## config.mk

```make
export PLATFORM = sky130hd
export DESIGN_NAME = cryptoveril_decrypt_flat
export DESIGN_NICKNAME = d
export VERILOG_FILES = /design/src/rtl/cryptoveril_pkg.sv /design/src/rtl/cryptoveril_decrypt_if.sv /design/src/rtl/cryptoveril_rotr1.sv /design/src/rtl/cryptoveril_decrypt.sv /design/src/flat_wrapper.sv
export SDC_FILE = /design/constraint.sdc
export NUM_CORES = 1
export LEC_CHECK = 0
export CORE_ASPECT_RATIO = 1.5
export CORE_MARGIN = 10
export CORE_UTILIZATION = 60
export CTS_BUF_LIST = sky130_fd_sc_hd__clkbuf_2 sky130_fd_sc_hd__clkbuf_4 sky130_fd_sc_hd__clkbuf_8
export DETAILED_ROUTE_END_ITERATION = 8
export GPL_TIMING_DRIVEN = 0
export PLACE_DENSITY = 0.88
export SKIP_LAST_GASP = 1
export SLEW_MARGIN = 20
export SYNTH_ARGS = -nofsm -noshare
export SYNTH_HDL_FRONTEND = slang
export SYNTH_SLANG_ARGS = --single-unit
```

## constraint.sdc

```tcl
create_clock -name clk -period 3.7 [get_ports clk]
set_input_delay 0.925 -clock clk [delete_from_list [all_inputs] [get_ports clk]]
set_output_delay 0.925 -clock clk [all_outputs]
set_load 0.02 [all_outputs]
```

## src/rtl/cryptoveril_pkg.sv

```systemverilog
// Shared cipher definitions: field widths, decrypt FSM states, request payload
// and the key expansion used by both the encrypt and decrypt paths.
package cryptoveril_pkg;

    localparam int unsigned KEY_W  = 5;
    localparam int unsigned DATA_W = 16;
    localparam int unsigned ROT_W  = 4;

    typedef enum logic [1:0] {
        IDLE = 2'd0,
        SUB  = 2'd1,
        ROT  = 2'd2,
        XOR  = 2'd3
    } state_t;

    // Word and key captured together when a request is accepted
    typedef struct packed {
        logic [DATA_W-1:0] data;
        logic [KEY_W-1:0]  key;
    } req_t;

    // K16 = {key[0], key, key, key}
    function automatic logic [DATA_W-1:0] expand_key(input logic [KEY_W-1:0] key);
        return {key[0], key, key, key};
    endfunction

endpackage

```

## src/rtl/cryptoveril_decrypt_if.sv

```systemverilog
// Request/response bundle for the decryptor.
//   start       : request pulse, sampled only when idle
//   input_data  : ciphertext word
//   key_bits    : 5-bit key
//   output_data : recovered plaintext (registered)
//   busy        : word in flight
//   done        : one-cycle completion pulse
interface cryptoveril_decrypt_if;
    import cryptoveril_pkg::*;

    logic              start;
    logic [DATA_W-1:0] input_data;
    logic [KEY_W-1:0]  key_bits;
    logic [DATA_W-1:0] output_data;
    logic              busy;
    logic              done;

    modport master (
        output start, input_data, key_bits,
        input  output_data, busy, done
    );

    modport slave (
        input  start, input_data, key_bits,
        output output_data, busy, done
    );

endinterface

```

## src/rtl/cryptoveril_rotr1.sv

```systemverilog
// Combinational rotate-right-by-one of a data word.
//   din    : word to rotate
//   dout_c : din rotated right by one bit
module cryptoveril_rotr1
    import cryptoveril_pkg::*;
(
    input  logic [DATA_W-1:0] din,
    output logic [DATA_W-1:0] dout_c
);

    assign dout_c = {din[0], din[DATA_W-1:1]};

endmodule

```

## src/rtl/cryptoveril_decrypt.sv

```systemverilog
// Multi-cycle cryptoveril decryptor: P = rotr16(C - key, key[3:0]) ^ K16.
// One word per accepted start; subtract, one rotate per cycle, then XOR.
//   clk : rising-edge clock
//   rst : synchronous active-high reset
//   bus : request/response bundle (slave side)
module cryptoveril_decrypt
    import cryptoveril_pkg::*;
(
    input  logic                  clk,
    input  logic                  rst,
    cryptoveril_decrypt_if.slave  bus
);

    state_t            state_q, state_d;
    logic [DATA_W-1:0] work_q,  work_d;
    logic [KEY_W-1:0]  key_q,   key_d;
    logic [ROT_W-1:0]  cnt_q,   cnt_d;
    logic [DATA_W-1:0] out_q,   out_d;
    logic              busy_q,  busy_d;
    logic              done_q,  done_d;
    logic [DATA_W-1:0] rot_c;
    req_t              req_c;

    assign req_c = '{data: bus.input_data, key: bus.key_bits};

    cryptoveril_rotr1 u_rotr1 (
        .din    (work_q),
        .dout_c (rot_c)
    );

    // State and datapath registers
    always_ff @(posedge clk) begin
        if (rst) begin
            state_q <= IDLE;
            work_q  <= '0;
            key_q   <= '0;
            cnt_q   <= '0;
            out_q   <= '0;
            busy_q  <= 1'b0;
            done_q  <= 1'b0;
        end else begin
            state_q <= state_d;
            work_q  <= work_d;
            key_q   <= key_d;
            cnt_q   <= cnt_d;
            out_q   <= out_d;
            busy_q  <= busy_d;
            done_q  <= done_d;
        end
    end

    // Next-state and datapath update
    always_comb begin
        state_d = state_q;
        work_d  = work_q;
        key_d   = key_q;
        cnt_d   = cnt_q;
        out_d   = out_q;
        done_d  = 1'b0;

        unique case (state_q)
            IDLE: begin
                if (bus.start) begin
                    work_d  = req_c.data;
                    key_d   = req_c.key;
                    state_d = SUB;
                end
            end
            SUB: begin
                // Wraps mod 2^16; borrow discarded
                work_d  = work_q - DATA_W'(key_q);
                cnt_d   = key_q[ROT_W-1:0];
                state_d = (key_q[ROT_W-1:0] == ROT_W'(0)) ? XOR : ROT;
            end
            ROT: begin
                work_d = rot_c;
                cnt_d  = cnt_q - ROT_W'(1);
                if (cnt_q == ROT_W'(1)) begin
                    state_d = XOR;
                end
            end
            XOR: begin
                out_d   = work_q ^ expand_key(key_q);
                done_d  = 1'b1;
                state_d = IDLE;
            end
            default: begin
                state_d = IDLE;
            end
        endcase

        // Busy tracks the registered state so it drops on the done edge
        busy_d = (state_d != IDLE);
    end

    assign bus.output_data = out_q;
    assign bus.busy        = busy_q;
    assign bus.done        = done_q;

endmodule

```

## src/flat_wrapper.sv

```systemverilog
// flat-port wrapper written by rule: the top's interface ports become plain ports
module cryptoveril_decrypt_flat import cryptoveril_pkg::*;
  (clk, rst, bus_start, bus_input_data, bus_key_bits, bus_output_data, bus_busy, bus_done);
  cryptoveril_decrypt_if bus_i ();
  input  logic clk;
  input  logic rst;
  input wire logic [$bits(bus_i.start)-1:0] bus_start;
  input wire logic [$bits(bus_i.input_data)-1:0] bus_input_data;
  input wire logic [$bits(bus_i.key_bits)-1:0] bus_key_bits;
  output wire logic [$bits(bus_i.output_data)-1:0] bus_output_data;
  output wire logic [$bits(bus_i.busy)-1:0] bus_busy;
  output wire logic [$bits(bus_i.done)-1:0] bus_done;
  assign bus_i.start = bus_start;
  assign bus_i.input_data = bus_input_data;
  assign bus_i.key_bits = bus_key_bits;
  assign bus_output_data = bus_i.output_data;
  assign bus_busy = bus_i.busy;
  assign bus_done = bus_i.done;
  cryptoveril_decrypt u_core (.clk(clk), .rst(rst), .bus(bus_i));
endmodule
```

# Yosys cells after proc, flatten, opt, wreduce, memory -nomap -nowiden
# Cells that the tools add are included.
op_classes:
  add_sub_neg: 2
  eq_ne: 5
  muxes: 8
  bitwise_logic: 1
  n_reduce_logical: 7
ops:
  columns: ["cell", "n"]
  rows:
  - ["16-bit one-hot mux with 3 select lines", 1]
  - ["16-bit 2-to-1 mux", 1]
  - ["16-bit by 5-bit subtractor with 16-bit output", 1]
  - ["16-bit XOR", 1]
  - ["2-bit one-hot mux with 4 select lines", 1]
  - ["4-bit one-hot mux with 2 select lines", 1]
  - ["2-bit == test, second input constant", 2]
  - ["4-bit by 1-bit == test with 1-bit output, second input constant", 1]
  - ["4-bit zero test", 1]
  - ["2-bit 2-to-1 mux", 2]
  - ["2-bit AND reduction", 2]
  - ["2-bit nonzero test", 2]
  - ["4-bit by 1-bit subtractor with 4-bit output, second input constant", 1]
  - ["3-bit nonzero test", 1]
  - ["2-bit by 1-bit == test with 1-bit output, second input constant", 1]
  - ["2-bit zero test", 1]
  - ["1-bit 2-to-1 mux", 2]
  - ["2-bit != test, second input constant", 1]
totals:
  ff_bits: 45
  inputBits: 24
  output_inout_bits: 18
  word_cells: 30

# Longest topological paths before layout
# Gate-level depths: netlist (run 1).
depth:
  ltp_word: 4
  depth_mapped: 9
  mapped_depth_nobuf: 9

# Cells and area by module
# Synthesis (run 1) repeated with hierarchy kept, for this count alone.
unflattened:
  hier_cells: 342
  hier_area_um2: 2725.1
modules_own_cells:
  columns: ["mod", "n_inst", "cells_each", "area_each_um2", "seq_area_each_um2"]
  rows:
  - ["cryptoveril_decrypt", 1, 326, 2605.0, 900.9]
  - ["cryptoveril_rotr1", 1, 16, 120.1, 0.0]

# Worst setup path after synthesis (run 1)
# No wires, ideal clock.
synth_path:
  path_type: "input-to-reg"
  startpoint: "input bus_start"
  endpoint: "register u_core.work_q[15]"
  setup_time_ns: 0.120
  arrival_time_ns: 2.050
  required_ns: 3.580
  setup_slack_ns: 1.531
  path_stages: 6
  n_path_buf: 1
  cell_sequence: "buf_2 > nand2_1 > o21ai_1 > nor2_1 > a21o_1 > a211o_1"
synth_via:
  elab_chain_len: 2
synth_lines:
  columns: ["element", "line", "rtl"]
  rows:
  - ["start, declared", "flat_wrapper.sv:7", "input wire logic [$bits(bus_i.start)-1:0] bus_start;"]
  - ["2-bit != test (no line)", null, null]
  - ["2-bit AND reduction (no line)", null, null]
  - ["end signal, assigned", "cryptoveril_decrypt.sv:43", "work_q <= work_d;"]
  - ["end, declared", "cryptoveril_decrypt.sv:15", "logic [DATA_W-1:0] work_q, work_d;"]
# No other way between the ends.
# A chain may end at the register's enable or synchronous reset.

# Worst setup path in the final report (run 1)
layout_path:
  startpoint: "register u_core.key_q[1]"
  endpoint: "register u_core.work_q[14]"
layout_via:
  elab_chain_len: 2
layout_lines:
  columns: ["element", "line", "rtl"]
  rows:
  - ["start, declared", "cryptoveril_decrypt.sv:16", "logic [KEY_W-1:0] key_q, key_d;"]
  - ["start signal, assigned", "cryptoveril_decrypt.sv:44", "key_q <= key_d;"]
  - ["16-bit by 5-bit subtractor with 16-bit output", "cryptoveril_decrypt.sv:71", "work_d = work_q - DATA_W'(key_q);"]
  - ["16-bit one-hot mux with 3 select lines", "cryptoveril_decrypt.sv:61", "unique case (state_q)"]
# No other way between the ends.

==> results.py, run 1 <==
metrics = {
    "placed_design": {
        "gp_congestion": 0.9503,
        "dp_hpwl_mm": 5.956,
        "port_buffers": 39,
        "dp_slack_ns": 1.112,
        "dpl.cell_count": 426,
    },
    "setup_path": {
        "cp_max_fo": 6,
        "arrival_ns": 2.87,
        "worstPathRequired_ns": 3.92,
        "r2r_slack_ns": 1.05,
        "worst_setup_path_start_kind": "flop",
        "r2r_cells": 8,
        "path_class": "reg2reg",
        "end_kind": "flop",
    },
    "synth": {
        "synth_seq_cells": 45,
        "synth_top_family_by_area": "compound AO/OA/AOI/OAI gates",
        "synth_fp_nets": 378,
        "synthDistinctLibCells": 53,
        "seq_area_frac_synth_pct": 33.69,
        "synth_xor_area_share_pct": 3.931,
        "synth_area_um2": 2674,
        "synth_warnings": 0,
        "synthAdderAreaFrac_pct": 6.364,
        "synthMuxAreaShare_pct": 1.497,
        "yosys.area_share.simple_pct": 21.76,
        "synth_compound_area_share_pct": 25.88,
        "syn_avg_cell_area_um2": 7.841,
        "synth_edf_count": 0,
        "async_flop_share_pct": 0,
        "ys.flop_type": "dfxtp_1",
        "syn_inst": 341,
    },
    "detailed_routing": {
        "drc": 0,
        "firstDrtPassIters": 5,
        "drtAntennaViolNets": 0,
        "vias": 2789,
        "wirelength_mm": 8.068,
        "wl_per_cell_um": 18.59,
        "viasPerCell": 6.426,
        "drtIter0Drc": 354,
    },
    "min_path": {
        "hold_depth": 2,
        "hp-class": "reg2reg",
    },
    "sta": {
        "rsz0062_at_grt": "no",
        "relSlewSlack_pct": 42.66,
        "fin_crit_sh_pct": 71.52,
        "fmax_mhz": 377.9,
        "slew_violations": 0,
        "min_period_ns": 2.646,
        "setup_viol": 0,
        "skew_ns": 0.01206,
        "timing_hold_violations_final": 0,
        "tightest_slew_ns": 0.8544,
        "setup_tns_ns": 0,
        "setup_ws_ns": 1.054,
    },
    "clocking": {
        "cts_made_buffers": 5,
        "worstSkewPairLatency_ns": 0.31,
        "ctsHoldBuffers": 0,
        "cts_buffer_depth": 2,
        "cts_root_buf": "clkbuf_8",
        "numClockSinks": 45,
        "cts_tree": "yes",
        "cts_setup_buffers": 0,
        "h-tree-depth": 2,
        "cts_resized": 0,
        "path_clk_slew_ns": 0.09,
    },
    "final_layout": {
        "fin_util_pct": 75.72,
        "antenna_cells": 0,
        "drive_gt1_share_pct": 5.928,
        "nets": 424,
        "areaGrowthSynthToFinish_pct": 21.24,
        "final_cells": 434,
        "fill_cells": 357,
    },
    "grt": {
        "antenna_found_initial": 0,
        "grt_max_degree": 14,
        "grt_usage_pct": 21.80,
        "grt.overflow.total": 0,
        "grt_first_pass_wirelength_mm": 12.99,
        "grt_pass1_vias": 2740,
    },
    "floorplan": {
        "num_rows": 29,
        "die-area_um2": 7582,
        "die_height_um": 101.8,
        "io_pins": 42,
        "initial_core_util_pct": 62.45,
        "die_w_um": 74.51,
        "core_area_um2": 4282,
    },
    "run": {
        "drv_cap": 0,
    },
    "status": {
        "outcome": "completed",
    },
    "power": {
        "power_leakage_nw": 1.156,
        "ir_drop_v": 0.0006638,
        "power.density_nw_per_um2": 987.4,
    },
}
flip-flops by register name (all words and copies together), names as in the netlist:
name                    count
u_core.bus.busy             1
u_core.bus.done             1
u_core.bus.output_data     16
u_core.work_q              16
u_core.cnt_q                4
u_core.state_q              2
u_core.key_q                5
layout by cell type (no fill, tap or decap), types with 2 or more instances in the layout:
| cell type | Yosys | routed |
|---|---|---|
| dfxtp_1 | 45 | 45 |
| nor2_1 | 39 | 39 |
| nand4_1 | 2 | 2 |
| nand3b_1 | 2 | 2 |
| o211ai_1 | 2 | 2 |
| buf_2 | 3 | 3 |
| and2_1 | 2 | 2 |
| a21oi_1 | 31 | 31 |
| nand2b_1 | 2 | 2 |
| nand3_1 | 13 | 13 |
| a211o_1 | 2 | 2 |
| nand2_1 | 24 | 24 |
| buf_1 | 4 | 4 |
| ha_1 | 12 | 12 |
| a211oi_1 | 19 | 19 |
| o21ai_0 | 17 | 17 |
| a21o_1 | 2 | 2 |
| or2_2 | 3 | 3 |
| inv_1 | 19 | 19 |
| xnor2_1 | 11 | 11 |
| o22ai_1 | 5 | 5 |
| nor3_1 | 12 | 12 |
| a221oi_1 | 6 | 6 |
| o32a_1 | 2 | 2 |
| clkbuf_1 | 17 | 17 |
| mux2i_1 | 4 | 4 |
| o31a_1 | 2 | 2 |
| clkbuf_8 | 0 | 6 |
| clkdlybuf4s50_1 | 0 | 39 |
| a31oi_1 | 6 | 6 |
| nor2b_1 | 5 | 5 |
| nor4_1 | 5 | 5 |
final timing paths:
path	start	to
worst min register to register	u_core.bus.output_data[0]	u_core.bus.output_data[0]
worst min-delay path	u_core.bus.output_data[0]	u_core.bus.output_data[0]
worst max register to register	u_core.key_q[1]	u_core.work_q[14]
worst max-delay path	u_core.key_q[1]	u_core.work_q[14]
power by group:
group / internal, W / switching (W)
Combinational: 0.000761 / 0.00124
Clock: 0.000228 / 0.000169
Sequential: 0.000637 / 0.000162
per-layer routing:
layer | up-vias | routed length, um | track usage [%] | part of all wire (%)
met4 | 0 | 341 | 12.72 | 4.2
met1 | 1273 | 3033 | 25.58 | 38
met2 | 166 | 3937 | 36.27 | 49
li1 | 1313 | - | - | -
met3 | 37 | 756 | 3.327 | 9.4
met5 | - | 0 | 0 | 0
per-stage QoR:
step	area (um2)	hold WS (ns)	power, W
global route	3242	0.5010	0.003416
floorplan	2674	0.4491	0.002204
detailed placement	3122	0.4697	0.002753
finish	3242	0.4775	0.003201
CTS	3242	0.4811	0.003146
global placement	3122	0.4654	0.002707
worst max-delay path: stages (launching register included):
cell and delay [ns]:
dfxtp_1 0.32, clkbuf_1 0.41, inv_1 0.16, fa_1 0.49, a211oi_1 0.32, o211ai_2 0.23, o311ai_1 0.30, a21oi_1 0.11
a211oi_1 0.23
Yosys cell counts, types with 3 or more instances:
cell type | n | share of area, %
a211oi_1 | 19 | 5.3
a21oi_1 | 31 | 5.8
a221oi_1 | 6 | 2.0
a31oi_1 | 6 | 1.4
buf_1 | 4 | 0.56
buf_2 | 3 | 0.56
clkbuf_1 | 17 | 2.4
dfxtp_1 | 45 | 34
ha_1 | 12 | 5.6
inv_1 | 19 | 2.7
mux2i_1 | 4 | 1.5
nand2_1 | 24 | 3.4
nand3_1 | 13 | 2.4
nor2_1 | 39 | 5.5
nor2b_1 | 5 | 1.2
nor3_1 | 12 | 2.2
nor4_1 | 5 | 1.2
o21ai_0 | 17 | 3.2
o22ai_1 | 5 | 1.2
or2_2 | 3 | 0.70
xnor2_1 | 11 | 3.6
cells by family (layout without fill, tap and decap cells):
logic type | Yosys count | in the layout
xor gates and xnor gates | 12 | 12
adders and majority gates | 13 | 13
muxes | 4 | 4
DFF | 45 | 45
AOI/OAI and AO/OA | 104 | 104
and+or+nand+nor | 118 | 118
buffers and inverters | 45 | 92
area by class of cell:
cell class	count	area [um2]	share of cell area, %
Buffer	26	112.6	3.474
Clock buffer	7	90.09	2.779
Clock inverter	1	30.03	0.9263
Inverter	19	71.32	2.200
Multi-Input combinational cell	251	1589	49.02
Sequential cell	45	900.9	27.79
Tap cell	46	57.56	1.775
Timing Repair Buffer	39	390.4	12.04
Power figures use the tool's default switching activity.
==> run 2, diff against run 1 <==
--- a/config.mk
+++ b/config.mk
@@ -7,11 +7,11 @@
 export LEC_CHECK = 0
 export CORE_ASPECT_RATIO = 1.5
 export CORE_MARGIN = 10
-export CORE_UTILIZATION = 60
+export CORE_UTILIZATION = 50
 export CTS_BUF_LIST = sky130_fd_sc_hd__clkbuf_2 sky130_fd_sc_hd__clkbuf_4 sky130_fd_sc_hd__clkbuf_8
 export DETAILED_ROUTE_END_ITERATION = 8
 export GPL_TIMING_DRIVEN = 0
-export PLACE_DENSITY = 0.88
+export PLACE_DENSITY = 0.78
 export SKIP_LAST_GASP = 1
 export SLEW_MARGIN = 20
 export SYNTH_ARGS = -nofsm -noshare
==> constraint.sdc (replaced) <==
create_clock -name clk -period 2.3 [get_ports clk]
set_input_delay 0.575 -clock clk [delete_from_list [all_inputs] [get_ports clk]]
set_output_delay 0.575 -clock clk [all_outputs]
set_load 0.02 [all_outputs]
==> run 2 against run 1 <==
Sequential share of layout area is 0.60 points lower. Clock-buffer cell count stayed put. First-iteration DRC count is 19% lower. Register-to-register slack worse by 0.93 ns. Critical endpoint is now u_core.work_q[8]. Largest power group unchanged.
==> results.py, run 2 (same netlist as run 1, synthesis figures left out) <==
metrics = {
    "status": {
        "outcome": "completed",
    },
    "sta": {
        "tightest_slew_ns": 0.5917,
        "min_period_ns": 2.177,
        "relSlewSlack_pct": 60.55,
        "setup_viol": 0,
        "fin_crit_sh_pct": 94.66,
        "skew_ns": 0.007037,
        "fmax_mhz": 459.3,
        "whs_ns": 0.4829,
        "timing_hold_violations_final": 0,
        "rsz0062_at_grt": "no",
        "slew_violations": 0,
    },
    "detailed_routing": {
        "drtAntennaViolNets": 0,
        "wirelength_mm": 7.988,
        "vias": 2732,
        "firstDrtPassIters": 5,
        "viasPerCell": 5.991,
        "wl_per_cell_um": 17.52,
        "drtIter0Drc": 285,
        "drc": 0,
    },
    "grt": {
        "grt_max_degree": 14,
        "grt.overflow.total": 0,
        "grt_first_pass_wirelength_mm": 12.35,
        "grt_pass1_vias": 2589,
        "grt_usage_pct": 17.71,
        "antenna_found_initial": 0,
    },
    "power": {
        "p_total_w": 0.005339,
        "p_comb_share_pct": 63.7,
        "ir_drop_v": 0.0008618,
        "power.density_nw_per_um2": 1602,
        "power.share.switching_pct": 48.72,
        "clkPwrFrac_pct": 12.0,
        "power_leakage_nw": 1.186,
        "p_int_w": 0.002738,
        "sequentialPowerShare_pct": 24.3,
        "p_switching_w": 0.002601,
    },
    "floorplan": {
        "core_area_um2": 5165,
        "initial_core_util_pct": 51.77,
        "io_pins": 42,
        "die-area_um2": 8733,
        "die_height_um": 109.6,
        "num_rows": 32,
        "die_w_um": 79.71,
    },
    "min_path": {
        "hp-class": "reg2reg",
    },
    "final_layout": {
        "areaGrowthSynthToFinish_pct": 24.61,
        "stdcell_area_um2": 3332,
        "fin_util_pct": 64.51,
        "nets": 424,
        "final_common_cell": "dfxtp_1",
        "multi_input_area_um2": 1634,
        "antenna_cells": 0,
        "drive_gt1_share_pct": 10.31,
        "fill_cells": 469,
        "seqCellArea_um2": 905.9,
        "layout_common_cells": "41 x dfxtp_1, 39 x nor2_1, 39 x clkdlybuf4s50_1",
    },
    "clocking": {
        "ctsHoldBuffers": 0,
        "worstSkewPairLatency_ns": 0.30,
        "cts_tree": "yes",
        "cts_buffer_depth": 2,
        "numClockSinks": 45,
        "cts_made_buffers": 5,
        "h-tree-depth": 2,
        "cts_root_buf": "clkbuf_8",
        "path_clk_slew_ns": 0.09,
    },
    "placed_design": {
        "dp_hpwl_mm": 5.814,
        "port_buffers": 39,
        "place_area_um2": 3149,
        "gp_congestion": 0.9115,
    },
    "setup_path": {
        "worstPathRequired_ns": 2.54,
        "cp_max_fo": 6,
        "max_stage_delay_ns": 0.40,
        "cpMaxStageDelayCell": "fa_2",
        "cp.buffers_inverters": 3,
        "arrival_ns": 2.41,
        "path_class": "reg2reg",
        "end_kind": "flop",
        "worst_setup_path_start_kind": "flop",
        "critical-path-top-delay-family": "compound AO/OA/AOI/OAI gates",
        "path_common_cell": "inv_1",
        "crit_chain": "inv_1, ha_1, inv_1, fa_2, a211oi_4, o211ai_4, buf_4, o32a_1, o21ai_0",
    },
    "run": {
        "drv_cap": 0,
    },
}
[run 2: cell types whose count changed in the layout (fill, tap and decap cells not counted), moves of 3 or more]
cell	before	now
clkbuf_1	17	12
buf_1	4	1
dfxtp_1	45	41
dfxtp_2	0	4
clkbuf_2	0	6
[run 2: worst paths after layout]
| kind | cells past startpoint | slack, ns | from | endpoint |
|---|---|---|---|---|
| max | 9 | 0.12 | u_core.work_q[0] | u_core.work_q[8] |
| min | 2 | 0.48 | u_core.bus.output_data[2] | u_core.bus.output_data[2] |
| max reg2reg | 9 | 0.12 | u_core.work_q[0] | u_core.work_q[8] |
| min reg2reg | 2 | 0.48 | u_core.bus.output_data[2] | u_core.bus.output_data[2] |
[run 2: per-stage QoR]
stage	instances	worst slack, ns	setup TNS, ns
global placement	448	-0.2246	-0.8308
CTS	455	-0.005401	-0.005401
global route	456	0.003853	0
floorplan	341	0.1867	0
finish	456	0.1229	0
detailed placement	448	-0.2487	-1.241
[run 2: power by group through the flow]
stage | sequential (W) | combinational, W | clock, W
after CTS | 0.00128 | 0.00315 | 0.000643
after global routing | 0.00132 | 0.00370 | 0.000670
after floorplan | 0.00130 | 0.00224 | 0
after global placement | 0.00128 | 0.00309 | 0
after detailed placement | 0.00129 | 0.00313 | 0
final | 0.00130 | 0.00340 | 0.000639
[run 2: area by class of cell]
type | count | area share [%]
plain buffers | 25 | 3.530
flip-flops and latches | 45 | 27.19
clock inverters | 1 | 0.9012
repair buffers | 40 | 11.94
multi-input cells | 251 | 49.04
well taps | 68 | 2.554
inverters | 19 | 2.140
clock buffers | 7 | 2.704
[run 2: timing repair]
action                                  CTS  global route
buffers inserted                          0             1
pin swaps                                 0             1
endpoints found under the setup margin   12            14
gates resized for setup                   5            18
gates cloned                              0             0
[run 2: per-layer routing]
layer  global-route usage, %  vias up  part of all wire [%]
met5                       0        -                     0
met4                   9.383        0                   3.9
met3                   4.248       27                   8.8
met2                   31.21      148                    49
met1                   19.01     1245                    39
li1                        -     1312                     -
[run 2: tightest hold or removal path, delay by kind of cell, from the launching register on]
family | cells | cell delay, ns
AOI/OAI and AO/OA | 1 | 0.05
DFF | 1 | 0.31
and+or+nand+nor | 1 | 0.08
